[src/rtl/vga_timing_pkg.sv]
// vga_timing_pkg: shared 640x480@60 raster defaults, derived totals and the renderer coordinate type.
package vga_timing_pkg;

    localparam int H_VISIBLE_DEF = 640;
    localparam int H_FP_DEF      = 16;
    localparam int H_SYNC_DEF    = 96;
    localparam int H_BP_DEF      = 48;
    localparam int V_VISIBLE_DEF = 480;
    localparam int V_FP_DEF      = 10;
    localparam int V_SYNC_DEF    = 2;
    localparam int V_BP_DEF      = 33;

    localparam int MAX_TOTAL      = 1024;
    localparam int MAX_SYNC_DELAY = 4;

    function automatic int timing_total(input int vis, input int fp, input int sync, input int bp);
        return vis + fp + sync + bp;
    endfunction

    localparam int H_TOTAL = timing_total(H_VISIBLE_DEF, H_FP_DEF, H_SYNC_DEF, H_BP_DEF);
    localparam int V_TOTAL = timing_total(V_VISIBLE_DEF, V_FP_DEF, V_SYNC_DEF, V_BP_DEF);

    typedef logic [9:0] coord_t;

endpackage

[src/rtl/sync_delay_line.sv]
// sync_delay_line: DEPTH-stage 1-bit shift register with every stage reset to RST_VAL; DEPTH 0 is a plain wire.
module sync_delay_line #(
    parameter int DEPTH   = 1,
    parameter bit RST_VAL = 1'b0
) (
    input  logic i_clk,
    input  logic i_rst,
    input  logic i_d,
    output logic o_q
);
    generate
        if (DEPTH == 0) begin : g_wire
            logic w_unused;
            assign w_unused = i_clk ^ i_rst;
            assign o_q = i_d;
        end else begin : g_chain
            logic [DEPTH-1:0] r_stage;
            // Shift toward the output; reset flushes every stage so no stale pulse survives
            always_ff @(posedge i_clk) begin
                if (i_rst) r_stage <= {DEPTH{RST_VAL}};
                else begin
                    r_stage[0] <= i_d;
                    for (int i = 1; i < DEPTH; i++) r_stage[i] <= r_stage[i-1];
                end
            end
            assign o_q = r_stage[DEPTH-1];
        end
    endgenerate
endmodule

[src/rtl/vga_timing_gen.sv]
// vga_timing_gen: raster counters driving DrawX/DrawY/blank for the renderers plus hs/vs delayed to match their RGB register.
// Define VGA_FRAME_CNT_EN to add the 16-bit frame_count output.
module vga_timing_gen
    import vga_timing_pkg::*;
#(
    parameter int H_VISIBLE  = H_VISIBLE_DEF,
    parameter int H_FP       = H_FP_DEF,
    parameter int H_SYNC     = H_SYNC_DEF,
    parameter int H_BP       = H_BP_DEF,
    parameter int V_VISIBLE  = V_VISIBLE_DEF,
    parameter int V_FP       = V_FP_DEF,
    parameter int V_SYNC     = V_SYNC_DEF,
    parameter int V_BP       = V_BP_DEF,
    parameter bit HS_POL     = 1'b0,
    parameter bit VS_POL     = 1'b0,
    parameter int SYNC_DELAY = 1
) (
    input  logic        vga_clk,
    input  logic        reset,
    output logic [9:0]  DrawX,
    output logic [9:0]  DrawY,
    output logic        blank,
    output logic        hs,
    output logic        vs,
    output logic        frame_start,
    output logic        line_start
`ifdef VGA_FRAME_CNT_EN
    ,
    output logic [15:0] frame_count
`endif
);
    localparam int HT = timing_total(H_VISIBLE, H_FP, H_SYNC, H_BP);
    localparam int VT = timing_total(V_VISIBLE, V_FP, V_SYNC, V_BP);

    localparam logic [10:0] H_VIS_END  = 11'(H_VISIBLE);
    localparam logic [10:0] H_SYNC_ON  = 11'(H_VISIBLE + H_FP);
    localparam logic [10:0] H_SYNC_OFF = 11'(H_VISIBLE + H_FP + H_SYNC);
    localparam logic [10:0] H_LAST     = 11'(HT - 1);
    localparam logic [10:0] V_VIS_END  = 11'(V_VISIBLE);
    localparam logic [10:0] V_SYNC_ON  = 11'(V_VISIBLE + V_FP);
    localparam logic [10:0] V_SYNC_OFF = 11'(V_VISIBLE + V_FP + V_SYNC);
    localparam logic [10:0] V_LAST     = 11'(VT - 1);

    generate
        if (HT > MAX_TOTAL || VT > MAX_TOTAL) begin : g_bad_total
            $error("vga_timing_gen: H_TOTAL and V_TOTAL must not exceed 1024");
        end
        if (SYNC_DELAY < 0 || SYNC_DELAY > MAX_SYNC_DELAY) begin : g_bad_delay
            $error("vga_timing_gen: SYNC_DELAY must be within 0..4");
        end
    endgenerate

    coord_t      r_hc;
    coord_t      r_vc;
    logic [10:0] w_hx;
    logic [10:0] w_vy;
    logic        w_h_wrap;
    logic        w_v_wrap;
    logic        w_hs_raw;
    logic        w_vs_raw;
    logic        w_hs_dly;
    logic        w_vs_dly;

    // Decode wraps, visibility and raw (active-high) syncs from the current counters; reset masks everything
    always_comb begin
        w_hx     = {1'b0, r_hc};
        w_vy     = {1'b0, r_vc};
        w_h_wrap = (w_hx == H_LAST);
        w_v_wrap = w_h_wrap && (w_vy == V_LAST);
        w_hs_raw = !reset && (w_hx >= H_SYNC_ON) && (w_hx < H_SYNC_OFF);
        w_vs_raw = !reset && (w_vy >= V_SYNC_ON) && (w_vy < V_SYNC_OFF);
    end

    // Pixel counter runs every cycle; line counter steps only when the pixel counter wraps
    always_ff @(posedge vga_clk) begin
        if (reset) begin
            r_hc <= '0;
            r_vc <= '0;
        end else begin
            r_hc <= w_h_wrap ? '0 : r_hc + 10'd1;
            if (w_h_wrap) r_vc <= w_v_wrap ? '0 : r_vc + 10'd1;
        end
    end

    sync_delay_line #(.DEPTH(SYNC_DELAY), .RST_VAL(1'b0)) u_hs_dly (
        .i_clk (vga_clk),
        .i_rst (reset),
        .i_d   (w_hs_raw),
        .o_q   (w_hs_dly)
    );

    sync_delay_line #(.DEPTH(SYNC_DELAY), .RST_VAL(1'b0)) u_vs_dly (
        .i_clk (vga_clk),
        .i_rst (reset),
        .i_d   (w_vs_raw),
        .o_q   (w_vs_dly)
    );

    // Scan outputs are zero-latency views of the counters; polarity is applied after the sync delay
    always_comb begin
        DrawX       = r_hc;
        DrawY       = r_vc;
        blank       = !reset && (w_hx < H_VIS_END) && (w_vy < V_VIS_END);
        line_start  = !reset && (r_hc == '0);
        frame_start = !reset && (r_hc == '0) && (r_vc == '0);
        hs          = HS_POL ? w_hs_dly : ~w_hs_dly;
        vs          = VS_POL ? w_vs_dly : ~w_vs_dly;
    end

`ifdef VGA_FRAME_CNT_EN
    logic [15:0] r_frame_cnt;
    // Count completed frames; the increment lands together with the frame_start pulse
    always_ff @(posedge vga_clk) begin
        r_frame_cnt <= reset ? '0 : r_frame_cnt + {15'd0, w_v_wrap};
    end
    assign frame_count = r_frame_cnt;
`endif

endmodule

[config.mk]
export PLATFORM = sky130hd
export DESIGN_NAME = vga_timing_gen
export DESIGN_NICKNAME = d
export VERILOG_FILES = /design/src/rtl/vga_timing_pkg.sv /design/src/rtl/sync_delay_line.sv /design/src/rtl/vga_timing_gen.sv
export SDC_FILE = /design/constraint.sdc
export NUM_CORES = 1
export LEC_CHECK = 0
export ABC_AREA = 1
export CAP_MARGIN = 20
export CORE_AREA = 2 2 66 68
export DETAILED_ROUTE_END_ITERATION = 10
export DIE_AREA = 0 0 68 70
export PLACE_DENSITY_LB_ADDON = 0.12
export RECOVER_POWER = 25
export SYNTH_ARGS = -nofsm -noshare
export SYNTH_HDL_FRONTEND = slang
export SYNTH_SLANG_ARGS = --single-unit
[constraint.sdc]
create_clock -name vga_clk -period 2.8 [get_ports vga_clk]
set_input_delay 0.42 -clock vga_clk [delete_from_list [all_inputs] [get_ports vga_clk]]
set_output_delay 0.42 -clock vga_clk [all_outputs]
set_load 0.05 [all_outputs]
==> out/summary.txt <==
outcome: completed
f_max: 0.433 GHz
CP arrival: 1.89 ns
met2 WL: 1590 µm
EDFF count, synth: 0
I/O Pins: 27
Internal: 0.000464 W
DRT met1 WL: 1620 µm
core area: 4140 µm²
Least-Margin Pin Slew: 0.624 ns
setup TNS: 0 ns
via total after detailed routing: 1,297
fraction of layout cells with a size suffix above 1: 0.0708
insertion delay to the later sink of the worst-skew pair: 0.26 ns
CTS tree: yes
WL final: 3370 µm
pre-CTS setup slack: 0.580 ns
Hold Crit Class: reg -> reg
Fin Clk Skew: 0.00138 ns
CP Launch Type: input port
final worst slack: 0.491 ns
Gate power share: 0.108
Largest stage delay, worst path: 0.59 ns
TritonCTS Sinks: 22
post-synthesis register bit count: 22
# setup viols final: 0
num rows: 24
GR Overflow Total: 0
P&R area growth vs syn: 27.4%
Final min period: 2.31 ns
pins over their slew limit: 0
Worst EP required: 2.38 ns
first-pass GRT wire length: 5780 µm
Clock Tree Buf Depth: 2
Leak: 0.668 nW
CTS clk-pin slew, worst paths: 0.08 ns
maximum VDD drop: 0.000188 V
fin nets: 234
slowest stage cell, crit path: dlygate4sd3_1
DRC viols: 0
H-tree Lvls: 1
syn_area_per_cell: 6.65 µm²
Post-Synthesis Cells: 196
R2R depth: 8
Clk pwr share: 0.378
crit-path cells: dlygate4sd3_1 -> clkinv_1 -> nand4_1 -> nor4_2 -> buf_12
Synth area leader: dfxtp_1
Final ANT Viol Nets: 0
post-layout util: 0.401
Hold Path Cell Cnt: 1
routed wl met3: 112 µm
starting density of the core: 0.315
most common cell in the netlist: nand2_1
Mapped Area: 1300 µm²
area post-placement: 1640 µm²
CTS Buf Count: 3
Netlist cell types: 24
post_cts resized: 0
Tcrit/Tclk final: 0.825
Total GRT Usage: 0.158
first-pass iteration count of the detailed router: 4
initial antenna violation count: 0
gpl congestion: 0.833
DR WL/cell: 12.1 µm
DP HPWL: 2590 µm
Yosys warning total: 0
die width: 68 µm
power per cell area: 375 nW/µm²
final hold violation count: 0
unrepaired setup endpoints after global routing: no
Mapped Nets: 203
Max Cap Violations: 0
sequential element share of the synthesized area: 0.338
largest net degree at the start of global routing: 13
Total Power: 0.000624 W
relative slew slack: 0.582
diode count: 0
critical path class: in -> out
DRT iter0 DRCs: 56
die area: 4760 µm²
ys flop type: dfxtp_1
Highest Signal Layer: met4
FFs w/ async S/R, synth: 0
Switching Fraction: 0.256
final instance area: 1660 µm²
Synth area leaders: dfxtp_1, nand2_1, inv_1
sequential share of power: 0.515
Synth top cells by count: nand2_1, inv_1, nor2_1
Critical Path Fanout Max: 8
vias in the first global route: 1,213
CP Capture Type: primary output
top-area cell type share of the netlist area: 0.338
setup bufs post-CTS: 0
vias per cell: 4.67
Die Ht: 70 µm
Psw: 0.000159 W
IO Port Bufs: 26
cts hold-fix bufs: 0
CTS root buf: clkbuf_8
## power by group through the flow
stage	clock network, W	logic, W	registers, W
after detailed placement	0	0.0000699	0.000329
after floorplan	0	0.0000337	0.000340
final	0.000235	0.0000670	0.000321
after global placement	0	0.0000697	0.000329
after CTS	0.000245	0.0000703	0.000322
after global routing	0.000260	0.0000720	0.000322
## state kept, by name, summed over array words and instances (netlist names)
name,count
u_vs_dly.o_q,1
u_hs_dly.o_q,1
DrawY,10
DrawX,10
## layout by cell type (no fill, tap or decap), types with 2 or more instances in the layout
cell,synthesis,routed
ha_1,5,5
buf_4,0,2
nand3_1,19,19
a21oi_1,7,7
inv_1,32,32
o21ai_0,2,2
clkbuf_8,0,4
nand2_2,3,2
clkdlybuf4s50_1,0,22
nor2_1,31,32
inv_2,2,2
dfxtp_1,22,22
nand4_1,11,11
nor3_1,3,3
nor2_4,3,3
nand2_1,42,45
## path summary, 6_finish.rpt
check / startpoint / end / slack [ns]
max: reset / frame_start / 0.49
min: DrawX[0] / DrawX[0] / 0.50
max reg2reg: DrawX[0] / DrawY[6] / 0.63
min reg2reg: DrawX[0] / DrawX[0] / 0.50
## worst max-delay path: cells and delay by family
| kind | cells | cell delay, ns |
|---|---|---|
| buffers and inverters | 3 | 0.96 |
| AND/OR/NAND/NOR | 2 | 0.51 |
## cell type report
cell class,count,area [µm²]
clock buffers,4,55.1
fillers,483,2480
inverters,35,131
multi-input cells,139,704
flip-flops and latches,22,440
well taps,52,65.1
repair buffers,26,265
## layer usage
metal	track usage	vias to the layer above
li1	-	689
met1	0.215	581
met2	0.256	23
met3	0.0209	4
met4	0.0467	0
met5	0	-
## cell families after synthesis
logic type	after synthesis	share of synthesized area
AO/OA/AOI/OAI	14	0.0624
buffers and inverters	35	0.101
adder cells (fa/ha/maj)	5	0.0480
AND/OR/NAND/NOR	119	0.444
XOR/XNOR	1	0.00672
flip-flops	22	0.338
## through the flow
stage | hold WS [ns] | cells
2_1_floorplan | 0.489 | 196
3_3_place_gp | 0.481 | 274
3_5_place_dp | 0.485 | 274
4_1_cts | 0.504 | 278
5_1_grt | 0.557 | 278
6_report | 0.502 | 278
Note: power is estimated with default switching activity, not from simulation.
